<file path="config.mk">
export PLATFORM = sky130hd
export DESIGN_NAME = sign_add_sub_sched
export DESIGN_NICKNAME = d
export VERILOG_FILES = /design/src/rtl/sign_add_sub_sched_pkg.sv /design/src/rtl/sign_add_sub_sched_rr_pick_first.sv /design/src/rtl/sign_add_sub_sched.sv
export SDC_FILE = /design/constraint.sdc
export NUM_CORES = 1
export LEC_CHECK = 0
export CORE_MARGIN = 2
export CORE_UTILIZATION = 43
export CTS_CLUSTER_SIZE = 20
export DETAILED_ROUTE_END_ITERATION = 8
export HOLD_SLACK_MARGIN = 0.06
export PLACE_DENSITY = 0.92
export SYNTH_ARGS = -nofsm -noshare
export SYNTH_HDL_FRONTEND = slang
export SYNTH_SLANG_ARGS = --single-unit
</file>
<file path="constraint.sdc">
create_clock -name Clk -period 4.2 [get_ports Clk]
set_input_delay 0.84 -clock Clk [delete_from_list [all_inputs] [get_ports Clk]]
set_output_delay 0.84 -clock Clk [all_outputs]
set_load 0.03 [all_outputs]
</file>
<file path="src/rtl/sign_add_sub_sched_pkg.sv">
// sign_add_sub_sched_pkg
//   Shared definitions for the add/sub scheduler: FSM state encoding,
//   unit mode encoding and the signed-overflow helper.
//   Overflow logic is only instantiated when SIGN_ADD_SUB_SCHED_OVERFLOW_EN
//   is defined.
package sign_add_sub_sched_pkg;

   typedef enum logic [1:0] {
      IDLE = 2'd0,
      WAIT = 2'd1,
      RESP = 2'd2
   } state_e;

   localparam logic MODE_ADD = 1'b0;
   localparam logic MODE_SUB = 1'b1;

   // Two's-complement overflow from operand/result sign bits.
   // add: operands agree in sign, result disagrees.
   // sub: operands disagree in sign, result disagrees with A.
   function automatic logic signed_ovf(input logic a_msb,
                                       input logic b_msb,
                                       input logic r_msb,
                                       input logic mode);
      if (mode == MODE_SUB) begin
         return (a_msb ^ b_msb) & (r_msb ^ a_msb);
      end
      return ~(a_msb ^ b_msb) & (r_msb ^ a_msb);
   endfunction

endpackage

</file>
<file path="src/rtl/sign_add_sub_sched_rr_pick_first.sv">
// rr_pick_first
//   Combinational round-robin finder: returns the first asserted bit of
//   req_i searching ptr_i, ptr_i+1, ... modulo NUM_REQ.
// Ports:
//   req_i   [NUM_REQ-1:0]  request vector
//   ptr_i   [PW-1:0]       search start (priority pointer)
//   found_o                at least one request asserted
//   idx_o   [PW-1:0]       index of the selected request (0 if none)
module rr_pick_first #(
   parameter int NUM_REQ = 4,
   parameter int PW      = (NUM_REQ > 1) ? $clog2(NUM_REQ) : 1
) (
   input  logic [NUM_REQ-1:0] req_i,
   input  logic [PW-1:0]      ptr_i,
   output logic               found_o,
   output logic [PW-1:0]      idx_o
);

   logic [PW-1:0] cand;

   always_comb begin
      found_o = 1'b0;
      idx_o   = '0;
      cand    = '0;
      for (int k = 0; k < NUM_REQ; k++) begin
         cand = PW'((int'(ptr_i) + k) % NUM_REQ);
         if (!found_o && req_i[cand]) begin
            found_o = 1'b1;
            idx_o   = cand;
         end
      end
   end

endmodule

</file>
<file path="src/rtl/sign_add_sub_sched.sv">
// sign_add_sub_sched
//   Round-robin scheduler sharing one signed add/sub unit among NUM_REQ
//   requesters. An accepted request drives the unit operands, the result is
//   captured after UNIT_LATENCY cycles and returned on a response handshake.
//   Optional macro SIGN_ADD_SUB_SCHED_OVERFLOW_EN enables RspOverflow; when
//   undefined RspOverflow is tied to 0.
// Ports:
//   Clk, ResetN (async, active low)
//   ReqValid/ReqReady/ReqA/ReqB/ReqMode   request side (A/B packed per slice)
//   RspValid/RspReady/RspData/RspOverflow response side (shared data bus)
//   UnitA/UnitB/UnitMode -> shared unit, UnitResult <- shared unit
module sign_add_sub_sched
   import sign_add_sub_sched_pkg::*;
#(
   parameter int INPUT_BIT_WIDTH = 8,
   parameter int NUM_REQ         = 4,
   parameter int UNIT_LATENCY    = 1
) (
   input  logic                               Clk,
   input  logic                               ResetN,
   input  logic [NUM_REQ-1:0]                 ReqValid,
   output logic [NUM_REQ-1:0]                 ReqReady,
   input  logic [NUM_REQ*INPUT_BIT_WIDTH-1:0] ReqA,
   input  logic [NUM_REQ*INPUT_BIT_WIDTH-1:0] ReqB,
   input  logic [NUM_REQ-1:0]                 ReqMode,
   output logic [NUM_REQ-1:0]                 RspValid,
   input  logic [NUM_REQ-1:0]                 RspReady,
   output logic [INPUT_BIT_WIDTH-1:0]         RspData,
   output logic                               RspOverflow,
   output logic [INPUT_BIT_WIDTH-1:0]         UnitA,
   output logic [INPUT_BIT_WIDTH-1:0]         UnitB,
   output logic                               UnitMode,
   input  logic [INPUT_BIT_WIDTH-1:0]         UnitResult
);

   localparam int W  = INPUT_BIT_WIDTH;
   localparam int PW = $clog2(NUM_REQ);
   localparam int CW = $clog2(UNIT_LATENCY + 1);

   state_e            state_q;
   logic [PW-1:0]     ptr_q;
   logic [PW-1:0]     grant_q;
   logic [CW-1:0]     cnt_q;
   logic [W-1:0]      unit_a_q;
   logic [W-1:0]      unit_b_q;
   logic              unit_mode_q;
   logic [W-1:0]      rsp_data_q;
   logic [NUM_REQ-1:0] rsp_valid_q;

   logic              pick_found;
   logic [PW-1:0]     pick_idx;
   logic              accept;
   logic              capture;

   rr_pick_first #(.NUM_REQ(NUM_REQ), .PW(PW)) u_pick (
      .req_i   (ReqValid),
      .ptr_i   (ptr_q),
      .found_o (pick_found),
      .idx_o   (pick_idx)
   );

   // ReqReady is combinational from the finder; gating with ResetN keeps it
   // low while reset is held even though the state register reads IDLE.
   assign accept   = ResetN && (state_q == IDLE) && pick_found;
   assign ReqReady = accept ? (NUM_REQ'(1) << pick_idx) : '0;
   assign capture  = (state_q == WAIT) && (cnt_q == CW'(1));

   always_ff @(posedge Clk or negedge ResetN) begin
      if (!ResetN) begin
         state_q     <= IDLE;
         ptr_q       <= '0;
         grant_q     <= '0;
         cnt_q       <= '0;
         unit_a_q    <= '0;
         unit_b_q    <= '0;
         unit_mode_q <= 1'b0;
         rsp_data_q  <= '0;
         rsp_valid_q <= '0;
      end else begin
         case (state_q)
            IDLE: begin
               if (pick_found) begin
                  unit_a_q    <= ReqA[pick_idx*W +: W];
                  unit_b_q    <= ReqB[pick_idx*W +: W];
                  unit_mode_q <= ReqMode[pick_idx];
                  grant_q     <= pick_idx;
                  cnt_q       <= CW'(UNIT_LATENCY);
                  state_q     <= WAIT;
               end
            end
            WAIT: begin
               cnt_q <= cnt_q - CW'(1);
               if (capture) begin
                  rsp_data_q  <= UnitResult;
                  rsp_valid_q <= NUM_REQ'(1) << grant_q;
                  state_q     <= RESP;
               end
            end
            RESP: begin
               if (RspReady[grant_q]) begin
                  rsp_valid_q <= '0;
                  ptr_q       <= (grant_q == PW'(NUM_REQ - 1)) ? '0 : grant_q + PW'(1);
                  state_q     <= IDLE;
               end
            end
            default: state_q <= IDLE;
         endcase
      end
   end

`ifdef SIGN_ADD_SUB_SCHED_OVERFLOW_EN
   logic rsp_ovf_d;
   logic rsp_ovf_q;

   assign rsp_ovf_d = signed_ovf(unit_a_q[W-1], unit_b_q[W-1], UnitResult[W-1], unit_mode_q);

   always_ff @(posedge Clk or negedge ResetN) begin
      if (!ResetN) begin
         rsp_ovf_q <= 1'b0;
      end else if (capture) begin
         rsp_ovf_q <= rsp_ovf_d;
      end
   end

   assign RspOverflow = rsp_ovf_q;
`else
   assign RspOverflow = 1'b0;
`endif

   assign RspValid = rsp_valid_q;
   assign RspData  = rsp_data_q;
   assign UnitA    = unit_a_q;
   assign UnitB    = unit_b_q;
   assign UnitMode = unit_mode_q;

endmodule

</file>
==> flow_summary.yaml, run 1 <==
worst_setup_path:
  cp-start-kind: "primary input"
  end_kind: "primary output"
  reg2reg_from: "ptr_q[1]"
  crit_family: "buffers and inverters"
  cp_cell_sequence: "clkdlybuf4s50_1 > a21o_1 > a21oi_1 > o21a_1 > and3_1 > clkdlybuf4s50_1"
  slowest_delay_ns: 0.68
  path_class: "primary input to primary output"
  crit_arrival_ns: 2.92
  cp.buffers_inverters: 2
  cpMostUsedCell: "clkdlybuf4s50_1"
  critPathSlowestCell: "clkdlybuf4s50_1"
  crit_start: "ReqValid[3]"
  required_ns: 3.36
  critPathMaxFanout: 11
timing:
  setup_tns_ns: 0
  layout_setup_ws_ns: 0.436
  rsz0062_at_grt: "no"
  hold_viol: 0
  period_needed_ns: 3.76
  max-slew-margin-rel_pct: 43.3
  fin_skew_ns: 0.00401
  holdWs_ns: 0.435
  fin_crit_sh_pct: 89.6
  tightest_slew_ns: 0.847
  max_freq_mhz: 266
  setup_violations: 0
  slew_violations: 0
place:
  place_congestion: 0.739
  placed_cell_area_um2: 3450
  pre_cts_slack_ns: 0.452
  port-buffer-count: 118
  dp_hpwl_um: 5360
power:
  peakVddDrop_uv: 447
  p_seq_share_pct: 27.2
  power_frac_clock_pct: 10.8
  switching_share_pct: 45.3
  p_per_area_nw_per_um2: 672
  p_sw_mw: 1.08
  p_comb_share_pct: 62.0
  intPower_mw: 1.30
  cellLeakagePower_nw: 1.54
detailed_routing:
  drtIter0Drc: 74
  drc_errors: 0
  dr_wl_met3_um: 553
  routed_wl_um: 6980
  dr.pass1.iters: 4
  wl_per_cell_um: 15.9
  wl_met1_um: 2770
  wl_met2_um: 3500
  viasPerCell: 5.41
  vias: 2377
  topRoutingLayerUsed: "met4"
  postRouteAntennaNets: 0
clock_tree:
  cts_buffer_depth: 2
  cts_buffers: 5
  cts_hold_buf: 0
  ctsResizeCount: 0
  postCtsSetupBuffers: 0
  cts_root_buf: "clkbuf_8"
  clock_latency_ns: 0.29
  numClockSinks: 36
  htreeDepth: 2
  clk_pin_slew_ns: 0.07
  cts_tree: "built"
grt:
  overflow: 0
  grt_max_degree: 28
  grt_pass1_wl_um: 11800
  first_global_vias: 2481
  antenna_found_initial: 0
  track_usage_pct: 25.1
job:
  drv_cap: 0
cells_and_area:
  drive_gt1_share_pct: 10.3
  syn_to_final_growth_pct: 57.4
  stdcell_area_um2: 3540
  layout.nets: 458
  multi_input_area_um2: 1210
  final_util_pct: 69.8
  seq_area_um2: 901
  diodes: 0
  fillerInstances: 413
yosys:
  netlist_area_um2: 2250
  synth_ff_type: "dfrtp_1"
  ys_types: 42
  yosysSeqAreaShare_pct: 40.0
  syn_avg_cell_area_um2: 8.90
  ys_warn_count: 0
  ys_seq_elements: 36
  synthCells: 253
  syn_nets: 343
  synth-edff-count: 0
  ys_async_sr_fraction_pct: 100
floorplanning:
  fp.dieArea_um2: 5830
  rows: 26
  core_um2: 5070
  pin_count: 120
  die_h_um: 76.4
  die_w_um: 76.4
  start_util_pct: 44.4
run_status:
  status: "completed"
worst_hold_path:
  hp-class: "primary input to asynchronous set/reset pin"
[final timing paths]
| path | end | slack, ns | cells after the start |
|---|---|---|---|
| hold / removal | state_q[0] | 0.43 | 1 |
| setup reg to reg | UnitB[4] | 1.90 | 6 |
| hold reg to reg | RspData[5] | 0.48 | 2 |
| max in group asynchronous | UnitA[5] | 3.10 | 2 |
| min in group Clk | RspData[5] | 0.48 | 2 |
| setup / recovery | ReqReady[2] | 0.44 | 6 |
[layout make-up]
type,count,share of cell area [%]
tap,70,2.47
clock inverter,2,0.282
multi-input combinational,194,34.2
clock buffer,6,2.33
sequential,36,25.4
inverter,5,0.529
timing repair buffer,126,34.8
[registers in the layout, indices dropped and copies added (netlist names)]
| name | count |
|---|---|
| ptr_q | 2 |
| UnitA | 8 |
| grant_q | 2 |
| UnitB | 8 |
| cnt_q | 1 |
| UnitMode | 1 |
| RspData | 8 |
| state_q | 2 |
| RspValid | 4 |
[power by group through the flow]
stage | logic [mW] | clock network, mW | registers [mW]
finish | 1.48 | 0.258 | 0.648
detailed placement | 1.48 | 0 | 0.651
global placement | 1.42 | 0 | 0.642
floorplan | 0.722 | 0 | 0.880
global route | 1.61 | 0.276 | 0.672
CTS | 1.48 | 0.262 | 0.647
[Yosys cell counts, types with 2 or more instances]
| master | instances | share of area, % |
|---|---|---|
| buf_2 | 4 | 0.89 |
| ha_1 | 4 | 2.2 |
| a22o_1 | 4 | 1.6 |
| and2_1 | 2 | 0.56 |
| mux2i_1 | 5 | 2.2 |
| clkbuf_1 | 7 | 1.2 |
| nand2_1 | 44 | 7.3 |
| mux2_2 | 9 | 4.5 |
| and3_1 | 3 | 0.83 |
| a221oi_1 | 5 | 1.9 |
| inv_1 | 5 | 0.83 |
| a21o_1 | 13 | 4.3 |
| a21oi_1 | 4 | 0.89 |
| nor2_1 | 36 | 6.0 |
| nand4_1 | 12 | 3.3 |
| a31oi_1 | 12 | 3.3 |
| nor2b_1 | 3 | 0.83 |
| o21ai_0 | 10 | 2.2 |
| mux2_4 | 4 | 2.7 |
| buf_4 | 3 | 1.0 |
| o22ai_1 | 6 | 1.7 |
| nand3_1 | 2 | 0.44 |
| clkbuf_8 | 2 | 1.2 |
| dfrtp_1 | 36 | 40 |
[through the flow]
| step | power, mW | instances |
|---|---|---|
| 6_report | 2.38 | 439 |
| 5_1_grt | 2.56 | 439 |
| 4_1_cts | 2.39 | 439 |
| 3_5_place_dp | 2.13 | 431 |
| 3_3_place_gp | 2.06 | 431 |
| 2_1_floorplan | 1.60 | 253 |
[layout by cell type (no fill, tap or decap), types with 2 or more instances in the layout]
cell / instances
a21o_1: 13
a21oi_1: 4
a221oi_1: 5
a22o_1: 4
a31oi_1: 12
and2_1: 2
and3_1: 3
buf_4: 9
clkbuf_8: 6
clkdlybuf4s50_1: 116
clkinv_2: 2
dfrtp_1: 36
ha_1: 4
inv_1: 5
mux2_2: 9
mux2_4: 4
mux2i_1: 5
nand2_1: 44
nand3_1: 2
nand4_1: 12
nor2_1: 36
nor2b_1: 3
o21ai_0: 10
o22ai_1: 6
[logic make-up (layout without fill, tap and decap cells)]
kind of cell             Yosys count  after routing  synth area share, %
AO/OA/AOI/OAI                     60             60                 18.5
AND/OR/NAND/NOR                  110            110                 22.2
flip-flops                        36             36                 40.0
other                              1              1                0.167
buffers and inverters             23            139                 6.50
adder cells (fa/ha/maj)            4              4                 2.22
multiplexers                      19             19                 10.4
[worst register-to-register path, stage by stage (launching register included)]
cell and delay [ns]:
dfrtp_1 0.50, inv_1 0.13, nor2_1 0.18, a211o_1 0.58, buf_4 0.29, mux2_2 0.35, a21o_1 0.16
[routing by layer]
| metal | vias to the layer above | GRT usage (%) |
|---|---|---|
| met3 | 17 | 7.11 |
| met5 | - | 0 |
| li1 | 1128 | - |
| met2 | 118 | 44.6 |
| met4 | 0 | 9.09 |
| met1 | 1114 | 28.6 |
Note: power is estimated with default switching activity, not from simulation.
==> run 2: changes to the inputs <==
Settings changed: SLEW_MARGIN set to 15.
==> results of run 2 <==
Same layout as run 1: the final DEF is identical, and so are final timing and power.
